<file path="src/rtl/lsu_arbiter_if.sv">
// lsu_arbiter_if: request/response and LSU bus signals shared by the two
// requesters, the LSU and the lsu_arbiter. The arbiter uses the slave
// modport; the requester/LSU side uses the master modport.

interface lsu_arbiter_if;
    logic        i_r0_req;
    logic [31:0] i_r0_addr;
    logic [31:0] i_r0_wdata;
    logic        i_r0_wren;
    logic [2:0]  i_r0_funct3;
    logic        o_r0_gnt;
    logic        o_r0_rvalid;
    logic [31:0] o_r0_rdata;

    logic        i_r1_req;
    logic [31:0] i_r1_addr;
    logic [31:0] i_r1_wdata;
    logic        i_r1_wren;
    logic [2:0]  i_r1_funct3;
    logic        o_r1_gnt;
    logic        o_r1_rvalid;
    logic [31:0] o_r1_rdata;

    logic [31:0] o_lsu_addr;
    logic [31:0] o_lsu_st_data;
    logic        o_lsu_wren;
    logic [2:0]  o_lsu_funct3;
    logic [31:0] i_lsu_ld_data;

    modport slave (
        input  i_r0_req, i_r0_addr, i_r0_wdata, i_r0_wren, i_r0_funct3,
        output o_r0_gnt, o_r0_rvalid, o_r0_rdata,
        input  i_r1_req, i_r1_addr, i_r1_wdata, i_r1_wren, i_r1_funct3,
        output o_r1_gnt, o_r1_rvalid, o_r1_rdata,
        output o_lsu_addr, o_lsu_st_data, o_lsu_wren, o_lsu_funct3,
        input  i_lsu_ld_data
    );

    modport master (
        output i_r0_req, i_r0_addr, i_r0_wdata, i_r0_wren, i_r0_funct3,
        input  o_r0_gnt, o_r0_rvalid, o_r0_rdata,
        output i_r1_req, i_r1_addr, i_r1_wdata, i_r1_wren, i_r1_funct3,
        input  o_r1_gnt, o_r1_rvalid, o_r1_rdata,
        input  o_lsu_addr, o_lsu_st_data, o_lsu_wren, o_lsu_funct3,
        output i_lsu_ld_data
    );
endinterface

</file>
<file path="src/rtl/lsu_arbiter.sv">
// lsu_arbiter: shares one load/store unit between the core data port
// (requester 0) and a secondary master (requester 1). Stores complete in
// the grant cycle; a load waits RD_LAT cycles in WAIT, its data is captured
// and returned to the issuing requester in RESP, where a new grant may
// already be issued.
// Build option: define LSU_ARB_FIXED_PRIO_EN to replace round-robin with
// fixed priority (requester 0 always wins).

module lsu_arbiter #(
    parameter int RD_LAT = 1
) (
    input  logic         i_clk,
    input  logic         i_rst_n,
    lsu_arbiter_if.slave bus
);

    typedef enum logic [1:0] {
        IDLE,
        WAIT,
        RESP
    } state_t;

    state_t      state_q;
    state_t      state_d;
    logic [2:0]  cnt_q;
    logic [2:0]  cnt_d;
    logic        owner_q;
    logic [31:0] ld_addr_q;
    logic [2:0]  ld_funct3_q;
    logic [31:0] resp_data_q;

    logic        can_grant;
    logic        gnt0;
    logic        gnt1;
    logic        gnt_any;
    logic        gnt_wren;
    logic        load_gnt;
    logic        capture;

`ifndef LSU_ARB_FIXED_PRIO_EN
    logic        ptr_q;
`endif

    // Pick at most one requester; grants are blocked only while a load is in flight.
    always_comb begin
        can_grant = (state_q != WAIT);
`ifdef LSU_ARB_FIXED_PRIO_EN
        gnt0 = can_grant && bus.i_r0_req;
        gnt1 = can_grant && bus.i_r1_req && !bus.i_r0_req;
`else
        gnt0 = can_grant && bus.i_r0_req && (!bus.i_r1_req || !ptr_q);
        gnt1 = can_grant && bus.i_r1_req && (!bus.i_r0_req || ptr_q);
`endif
        gnt_any  = gnt0 || gnt1;
        gnt_wren = gnt0 ? bus.i_r0_wren : bus.i_r1_wren;
        load_gnt = gnt_any && !gnt_wren;
    end

`ifndef LSU_ARB_FIXED_PRIO_EN
    // Round-robin pointer flips to the other requester on every grant.
    always_ff @(posedge i_clk or negedge i_rst_n) begin
        if (!i_rst_n) begin
            ptr_q <= 1'b0;
        end else if (gnt0) begin
            ptr_q <= 1'b1;
        end else if (gnt1) begin
            ptr_q <= 1'b0;
        end
    end
`endif

    // Next-state and latency counter; capture happens on the last WAIT cycle.
    always_comb begin
        state_d = state_q;
        cnt_d   = cnt_q;
        capture = 1'b0;
        case (state_q)
            IDLE, RESP: begin
                state_d = IDLE;
                if (load_gnt) begin
                    state_d = WAIT;
                    cnt_d   = 3'(RD_LAT);
                end
            end
            WAIT: begin
                cnt_d = cnt_q - 3'd1;
                if (cnt_q == 3'd1) begin
                    capture = 1'b1;
                    state_d = RESP;
                end
            end
            default: begin
                state_d = IDLE;
                cnt_d   = 3'd0;
            end
        endcase
    end

    // State register and counter.
    always_ff @(posedge i_clk or negedge i_rst_n) begin
        if (!i_rst_n) begin
            state_q <= IDLE;
            cnt_q   <= 3'd0;
        end else begin
            state_q <= state_d;
            cnt_q   <= cnt_d;
        end
    end

    // Remember who issued the load and what it addressed, held through WAIT.
    always_ff @(posedge i_clk or negedge i_rst_n) begin
        if (!i_rst_n) begin
            owner_q     <= 1'b0;
            ld_addr_q   <= 32'd0;
            ld_funct3_q <= 3'd0;
        end else if (load_gnt) begin
            owner_q     <= gnt1;
            ld_addr_q   <= gnt1 ? bus.i_r1_addr : bus.i_r0_addr;
            ld_funct3_q <= gnt1 ? bus.i_r1_funct3 : bus.i_r0_funct3;
        end
    end

    // Response register takes the LSU data when the latency expires.
    always_ff @(posedge i_clk or negedge i_rst_n) begin
        if (!i_rst_n) begin
            resp_data_q <= 32'd0;
        end else if (capture) begin
            resp_data_q <= bus.i_lsu_ld_data;
        end
    end

    // LSU bus mux: latched load during WAIT, granted requester otherwise, else zeros.
    always_comb begin
        bus.o_lsu_addr    = 32'd0;
        bus.o_lsu_st_data = 32'd0;
        bus.o_lsu_wren    = 1'b0;
        bus.o_lsu_funct3  = 3'd0;
        if (state_q == WAIT) begin
            bus.o_lsu_addr   = ld_addr_q;
            bus.o_lsu_funct3 = ld_funct3_q;
        end else if (gnt0) begin
            bus.o_lsu_addr    = bus.i_r0_addr;
            bus.o_lsu_st_data = bus.i_r0_wdata;
            bus.o_lsu_wren    = bus.i_r0_wren;
            bus.o_lsu_funct3  = bus.i_r0_funct3;
        end else if (gnt1) begin
            bus.o_lsu_addr    = bus.i_r1_addr;
            bus.o_lsu_st_data = bus.i_r1_wdata;
            bus.o_lsu_wren    = bus.i_r1_wren;
            bus.o_lsu_funct3  = bus.i_r1_funct3;
        end
    end

    // Grants and load-data return; rdata is forced to zero outside the response pulse.
    always_comb begin
        bus.o_r0_gnt    = gnt0;
        bus.o_r1_gnt    = gnt1;
        bus.o_r0_rvalid = (state_q == RESP) && !owner_q;
        bus.o_r1_rvalid = (state_q == RESP) && owner_q;
        bus.o_r0_rdata  = bus.o_r0_rvalid ? resp_data_q : 32'd0;
        bus.o_r1_rdata  = bus.o_r1_rvalid ? resp_data_q : 32'd0;
    end

endmodule
</file>
<file path="src/flat_wrapper.sv">
// flat-port wrapper written by rule: the top's interface ports become plain ports
module lsu_arbiter_flat 
#(
    parameter int RD_LAT = 1
)
  (i_clk, i_rst_n, bus_i_r0_req, bus_i_r0_addr, bus_i_r0_wdata, bus_i_r0_wren, bus_i_r0_funct3, bus_o_r0_gnt, bus_o_r0_rvalid, bus_o_r0_rdata, bus_i_r1_req, bus_i_r1_addr, bus_i_r1_wdata, bus_i_r1_wren, bus_i_r1_funct3, bus_o_r1_gnt, bus_o_r1_rvalid, bus_o_r1_rdata, bus_o_lsu_addr, bus_o_lsu_st_data, bus_o_lsu_wren, bus_o_lsu_funct3, bus_i_lsu_ld_data);
  lsu_arbiter_if bus_i ();
  input  logic i_clk;
  input  logic i_rst_n;
  input wire logic [$bits(bus_i.i_r0_req)-1:0] bus_i_r0_req;
  input wire logic [$bits(bus_i.i_r0_addr)-1:0] bus_i_r0_addr;
  input wire logic [$bits(bus_i.i_r0_wdata)-1:0] bus_i_r0_wdata;
  input wire logic [$bits(bus_i.i_r0_wren)-1:0] bus_i_r0_wren;
  input wire logic [$bits(bus_i.i_r0_funct3)-1:0] bus_i_r0_funct3;
  output wire logic [$bits(bus_i.o_r0_gnt)-1:0] bus_o_r0_gnt;
  output wire logic [$bits(bus_i.o_r0_rvalid)-1:0] bus_o_r0_rvalid;
  output wire logic [$bits(bus_i.o_r0_rdata)-1:0] bus_o_r0_rdata;
  input wire logic [$bits(bus_i.i_r1_req)-1:0] bus_i_r1_req;
  input wire logic [$bits(bus_i.i_r1_addr)-1:0] bus_i_r1_addr;
  input wire logic [$bits(bus_i.i_r1_wdata)-1:0] bus_i_r1_wdata;
  input wire logic [$bits(bus_i.i_r1_wren)-1:0] bus_i_r1_wren;
  input wire logic [$bits(bus_i.i_r1_funct3)-1:0] bus_i_r1_funct3;
  output wire logic [$bits(bus_i.o_r1_gnt)-1:0] bus_o_r1_gnt;
  output wire logic [$bits(bus_i.o_r1_rvalid)-1:0] bus_o_r1_rvalid;
  output wire logic [$bits(bus_i.o_r1_rdata)-1:0] bus_o_r1_rdata;
  output wire logic [$bits(bus_i.o_lsu_addr)-1:0] bus_o_lsu_addr;
  output wire logic [$bits(bus_i.o_lsu_st_data)-1:0] bus_o_lsu_st_data;
  output wire logic [$bits(bus_i.o_lsu_wren)-1:0] bus_o_lsu_wren;
  output wire logic [$bits(bus_i.o_lsu_funct3)-1:0] bus_o_lsu_funct3;
  input wire logic [$bits(bus_i.i_lsu_ld_data)-1:0] bus_i_lsu_ld_data;
  assign bus_i.i_r0_req = bus_i_r0_req;
  assign bus_i.i_r0_addr = bus_i_r0_addr;
  assign bus_i.i_r0_wdata = bus_i_r0_wdata;
  assign bus_i.i_r0_wren = bus_i_r0_wren;
  assign bus_i.i_r0_funct3 = bus_i_r0_funct3;
  assign bus_o_r0_gnt = bus_i.o_r0_gnt;
  assign bus_o_r0_rvalid = bus_i.o_r0_rvalid;
  assign bus_o_r0_rdata = bus_i.o_r0_rdata;
  assign bus_i.i_r1_req = bus_i_r1_req;
  assign bus_i.i_r1_addr = bus_i_r1_addr;
  assign bus_i.i_r1_wdata = bus_i_r1_wdata;
  assign bus_i.i_r1_wren = bus_i_r1_wren;
  assign bus_i.i_r1_funct3 = bus_i_r1_funct3;
  assign bus_o_r1_gnt = bus_i.o_r1_gnt;
  assign bus_o_r1_rvalid = bus_i.o_r1_rvalid;
  assign bus_o_r1_rdata = bus_i.o_r1_rdata;
  assign bus_o_lsu_addr = bus_i.o_lsu_addr;
  assign bus_o_lsu_st_data = bus_i.o_lsu_st_data;
  assign bus_o_lsu_wren = bus_i.o_lsu_wren;
  assign bus_o_lsu_funct3 = bus_i.o_lsu_funct3;
  assign bus_i.i_lsu_ld_data = bus_i_lsu_ld_data;
  lsu_arbiter #(.RD_LAT(RD_LAT)) u_core (.i_clk(i_clk), .i_rst_n(i_rst_n), .bus(bus_i));
endmodule
</file>
<file path="config.mk">
export PLATFORM = sky130hd
export DESIGN_NAME = lsu_arbiter_flat
export DESIGN_NICKNAME = d
export VERILOG_FILES = /design/src/rtl/lsu_arbiter_if.sv /design/src/rtl/lsu_arbiter.sv /design/src/flat_wrapper.sv
export SDC_FILE = /design/constraint.sdc
export NUM_CORES = 1
export LEC_CHECK = 0
export ABC_AREA = 1
export CORE_AREA = 2 2 120 122
export CTS_CLUSTER_SIZE = 14
export DETAILED_ROUTE_END_ITERATION = 10
export DIE_AREA = 0 0 122 124
export GPL_ROUTABILITY_DRIVEN = 0
export PLACE_DENSITY_LB_ADDON = 0.1
export SYNTH_ARGS = -nofsm -noshare
export SYNTH_HDL_FRONTEND = slang
export SYNTH_SLANG_ARGS = --single-unit
</file>
<file path="constraint.sdc">
create_clock -name i_clk -period 1.6 [get_ports i_clk]
set_input_delay 0.32 -clock i_clk [delete_from_list [all_inputs] [get_ports i_clk]]
set_output_delay 0.32 -clock i_clk [all_outputs]
set_load 0.05 [all_outputs]
</file>
# [Word level (Yosys, flattened, before mapping)]
# Index checks and enable logic that the tools add are counted.
[totals] elab_cells=58 ff_bits=74 output_inout_bits=136 inputBits=172
[classes] n_addsub=1 n_reduce_logical=18 n_mux=26 n_eq_ne=6
[op_table] cell="$mux 32" count=9
[op_table] cell="$mux 3" count=5
[op_table] cell="$mux 1" count=9
[op_table] cell="$logic_and 1x1->1" count=7
[op_table] cell="$ne 2x1->1 const B" count=3
[op_table] cell="$pmux 3 s2" count=1
[op_table] cell="$logic_not 1->1" count=5
[op_table] cell="$pmux 2 s2" count=1
[op_table] cell="$eq 3x1->1 const B" count=1
[op_table] cell="$logic_or 1x1->1" count=3
[op_table] cell="$sub 3x1->3 const B" count=1
[op_table] cell="$eq 2x1->1 const B" count=1
[op_table] cell="$eq 2x2->1 const B" count=1
[op_table] cell="$logic_not 2->1" count=1
[op_table] cell="$mux 2" count=1
[op_table] cell="$reduce_bool 2->1" count=1
[op_table] cell="$reduce_or 2->1" count=1

# [Longest topological paths before layout]
# Gate-level depths: netlist (run 1).
[logic_depth] word_depth=8 mapped_depth=10 mapped_depth_nobuf=8

# [Worst setup path before layout (run 1)]
# Ideal clock, no wire load.
[synth_path] path_type="reg-to-output" start="register u_core.state_q[0]" end="output port bus_o_r0_rdata[10]" path_buffers=1 stages_incl_launch_ff=5 setup_slack_ns=-1.480 t_arrival_ns=2.760 required_time_ns=1.280 path_cell_list="dfrtp_1 nor3_1 inv_1 clkbuf_1 nor2_1"
[synth_between] elab_chain_cells=3
[synth_rtl] item="start, declared" line_no="lsu_arbiter.sv:23" text="state_t state_q;"
[synth_rtl] item="start signal, assigned" line_no="lsu_arbiter.sv:105" text="state_q <= state_d;"
[synth_rtl] item="$eq 2x2->1" line_no="lsu_arbiter.sv:158" text="bus.o_r0_rvalid = (state_q == RESP) && !owner_q;"
[synth_rtl] item="$logic_and 1x1->1" line_no="lsu_arbiter.sv:158"
[synth_rtl] item="via bus_o_r0_rvalid" line_no="flat_wrapper.sv:16" text="output wire logic [$bits(bus_i.o_r0_rvalid)-1:0] bus_o_r0_rvalid;"
[synth_rtl] item="$mux 32" line_no="lsu_arbiter.sv:160" text="bus.o_r0_rdata = bus.o_r0_rvalid ? resp_data_q : 32'd0;"
[synth_rtl] item="end, declared" line_no="flat_wrapper.sv:17" text="output wire logic [$bits(bus_i.o_r0_rdata)-1:0] bus_o_r0_rdata;"
# The timed path passes the listed nets, and every way through them passes these cells.

# [Final worst setup path (run 1)]
[layout_path] start="register u_core.state_q[1]" end="output port bus_o_lsu_st_data[2]"
[layout_between] elab_chain_cells=6 word_cells_on_any_way=9 cone_classes="2 x eq/ne; 3 x mux; 4 x reduce/logical"
[layout_rtl] item="$ne 2x1->1" line_no="lsu_arbiter.sv:46" text="can_grant = (state_q != WAIT);"
[layout_rtl] item="$logic_and 1x1->1 (2 in a row)" line_no="lsu_arbiter.sv:52" text="gnt1 = can_grant && bus.i_r1_req && (!bus.i_r0_req || ptr_q);"
[layout_rtl] item="$mux 32" line_no="lsu_arbiter.sv:146" text="end else if (gnt1) begin"
[layout_rtl] item="$mux 32" line_no="lsu_arbiter.sv:141" text="end else if (gnt0) begin"
[layout_rtl] item="$mux 32 *" line_no="lsu_arbiter.sv:138" text="if (state_q == WAIT) begin"
[layout_rtl] item="end, declared" line_no="flat_wrapper.sv:27" text="output wire logic [$bits(bus_i.o_lsu_st_data)-1:0] bus_o_lsu_st_data;"
# Every way passes the cells marked *; elsewhere a longest branch is shown, timed or not.

==> summary.md, run 1 <==
| Metric | Value |
|---|---|
| Worst R2R End | u_core.ld_addr_q[11] |
| Post-Synthesis Cells | 665 |
| Worst Setup EP | bus_o_lsu_st_data[2] |
| Worst setup EP type | primary output |
| Multi-input logic area | 0.00343 mm² |
| DRC | 0 |
| Layout Cells excl Fill | 1,203 |
| Synth area leader | dfrtp_1 |
| Worst-Margin Slew | 359 ps |
| Period utilisation layout | 129% |
| CP max stage delay | 400 ps |
| Worst path required time | 1280 ps |
| Distinct cell type count after synthesis | 23 |
| CP startpoint kind | flop |
| Failing checks | setup timing |
| Die area | 0.0151 mm² |
| Total GRT Usage | 27.8% |
| Top delay family on crit path | buffers and inverters |
| Utilization after layout | 82.6% |
| Cells after DPL | 1,164 |
| Reg2Reg Depth | 12 |
| Clock root buffer master | clkbuf_16 |
| Most Frequent Cell on Critical Path | buf_12 |
| Crit path launch | u_core.state_q[1] |
| Synthesized area per cell | 6.90 µm² |
| Clock skew | 3.99 ps |
| I/O Buffers | 307 |
| Register area share after synthesis | 40.3% |
| Fin nets | 1,192 |
| Internal power | 11.7 mW |
| Post-synthesis compound-gate area fraction | 12.5% |
| Place WS | -474 ps |
| Hold Crit Class | input port to async pin |
| Fraction of layout cells with a size suffix above 1 | 43.6% |
| Status | complete, but fails checks |
| Starting Density | 33.5% |
| Sw Ratio | 46.7% |
| Dominant cells by area after synthesis | dfrtp_1 (40%), nand2_1 (26%), a22o_1 (6.1%) |
| CTS tree | yes |
| Share of the synthesized area in the top cell type | 40.3% |
| Comb pwr share | 74.8% |
| Leakage | 5.30 nW |
| Met2 wire len | 11,800 µm |
| Sequential fraction of design power | 14.6% |
| TritonCTS buffer count | 9 |
| Post-route total power | 22.0 mW |
| F_max | 485 MHz |
| Count of state elements after synthesis | 74 |
| Synthesized cell area | 0.00459 mm² |
| R2R Setup Slk | -310 ps |
| # fillers | 776 |
| Critical path data arrival time | 1740 ps |
| Power share of the clock group | 10.6% |
| Adder-cell share of the synthesized area | 0.545% |
| Area Overhead vs Synth | 147% |
| CP Class | flop to primary output |
| Antenna diodes | 0 |
| H-tree depth | 3 |
| RSZ-0062 raised after global routing | yes |
| Clock sink count | 74 |
| Vias in the first global route | 6,355 |
| Post-DRT Antenna Nets | 0 |
| Clock-pin slew on the worst setup and hold paths | 60 ps |
| Via count | 5,848 |
| Crit path depth | 7 |
| Core ar. | 0.0137 mm² |
| Slew Limit Headroom | 76.1% |
| Worst reg2reg startpoint | u_core.state_q[1] |
| DR top layer | met4 |
| Final wirelength | 21,400 µm |
| Setup TNS | -62,080 ps |
| Worst-path cell with the longest stage delay | dfrtp_1 |
| Die Y | 124 µm |
| WP buf/inv | 4 |
| Largest net degree at the start of global routing | 36 |
| Post-synthesis mux area share | 0% |
| CP cell instances | inv_2 -> nand2_4 -> nand3_4 -> clkinv_8 -> buf_12 -> a22o_4 -> buf_12 |
| CTS max path bufs | 2 |
| Net Switching | 10.3 mW |
| Post-Route M1 WL | 7810 µm |
| Largest family of logic cells by synthesized area | simple AND/OR/NAND/NOR gates |
| Final number of setup-violating endpoints | 176 |
| Post-synth net total | 839 |
| Initial DRC count | 369 |
| Global-route wire length before repair | 32,500 µm |
| Final Hold Vio Count | 0 |
| Io pins | 308 |
| Slew Viols, Final | 0 |
| Detailed placement HPWL | 14,600 µm |
| Total gr overflow | 0 |
| DR WL met3 | 1330 µm |
| Drt via density | 4.86 |
| Power per cell area | 1940 mW/mm² |
| Setup slack after layout | -460 ps |
| Worst vdd ir | 1300 µV |
| Simple-gate portion of the synthesized area | 36.9% |
| Xor and xnor area share after synthesis | 0% |
| Die W | 122 µm |
| Crit Path Max Fanout | 17 |
| Wire per inst | 17.8 µm |
| Drt first pass iters | 5 |
| Synth Warn # | 0 |
| Max-Cap Viols | 0 |
| Final worst path period need | 2060 ps |
| Initial antenna violation count | 0 |
| Worst skew pair latency | 330 ps |
| Register area | 0.00185 mm² |
| Core Rows | 43 |
## worst min-delay path by stage
stage	endpoint	start	slack [ps]
3_3_place_gp	u_core.resp_data_q[14]	i_rst_n	230
6_report	u_core.resp_data_q[20]	i_rst_n	450
4_1_cts	u_core.resp_data_q[20]	i_rst_n	430
5_1_grt	u_core.resp_data_q[9]	i_rst_n	480
2_1_floorplan	u_core.cnt_q[0]	i_rst_n	20
3_5_place_dp	u_core.resp_data_q[20]	i_rst_n	240
## registers in the layout, summed over array words and instances, names as in the netlist
register            cells
u_core.owner_q          1
u_core.state_q          2
u_core.ld_addr_q       32
u_core.ptr_q            1
u_core.cnt_q            3
u_core.resp_data_q     32
u_core.ld_funct3_q      3
## layout make-up
class	count	area share, %
clock buffer	12	2.18
clock inverter	4	0.872
inverter	45	1.84
multi-input combinational	505	30.3
sequential	74	16.4
tap	180	1.99
timing repair buffer	383	46.5
## cell usage after synthesis
library cell,number
a21oi_1,1
a22o_1,32
buf_2,14
buf_4,7
buf_6,10
clkbuf_1,10
dfrtp_1,74
ha_1,2
inv_1,40
inv_2,4
inv_4,1
nand2_1,321
nand2_4,1
nand3_1,38
nand3_2,3
nand4_1,1
nor2_1,64
nor3_1,1
o21ai_0,6
o21ai_1,10
o21ai_2,23
o21bai_1,1
or2_2,1
## power groups by stage
stage	clock network, mW	logic (mW)	registers [mW]
after floorplan	0	8.61	3.10
after global placement	0	14.1	3.15
after detailed placement	0	14.4	3.20
after CTS	2.36	16.1	3.18
after global routing	2.44	17.3	3.29
final	2.33	16.4	3.21
## stage by stage
step	hold WS [ps]	instance area [µm²]
finish	445	11300
global route	478	11300
CTS	426	11100
detailed placement	235	9930
global placement	229	9930
floorplan	24.4	5440
## kinds of logic after synthesis
family	Yosys count
AOI/OAI and AO/OA	73
and+or+nand+nor	430
DFF	74
adders and majority gates	2
buffers and inverters	86
## cells in the final DEF (no fill, tap or decap), types with 3 or more instances in the layout
cell / n
nand3_2: 14
o21ai_2: 23
o21ai_0: 5
nand3_1: 3
nand2_2: 43
nand2_4: 7
nor2_4: 35
bufinv_16: 3
clkbuf_16: 9
buf_6: 40
nor2_2: 29
clkinv_4: 3
buf_4: 35
o21ai_1: 10
buf_16: 11
inv_1: 37
nand2_1: 271
dfrtp_1: 73
a22o_2: 3
nand3_4: 24
a22o_4: 29
buf_12: 125
clkdlybuf4s50_1: 168
## per-layer routing
| metal | track usage [%] | vias up |
|---|---|---|
| met1 | 31.5 | 2793 |
| met5 | 0 | - |
| met4 | 9.05 | 0 |
| met3 | 6.46 | 33 |
| li1 | - | 2798 |
| met2 | 51.7 | 224 |
## what timing repair did
item	in CTS	in global routing
gates cloned	12	0
setup buffers	9	3
pin swaps	7	3
hold endpoints to repair	20	0
endpoints found under the setup margin	166	196
hold buffers	1	0
resized for setup	112	67
Note: power is estimated with default switching activity, not from simulation.
==> run 2, diff against run 1 <==
--- a/config.mk
+++ b/config.mk
@@ -11,6 +11,7 @@
 export DETAILED_ROUTE_END_ITERATION = 10
 export DIE_AREA = 0 0 122 124
 export GPL_ROUTABILITY_DRIVEN = 0
+export HOLD_SLACK_MARGIN = 0.03
 export PLACE_DENSITY_LB_ADDON = 0.1
 export SYNTH_ARGS = -nofsm -noshare
 export SYNTH_HDL_FRONTEND = slang
==> results of run 2 <==
No change in the layout: final DEF, timing and power equal those of run 1.
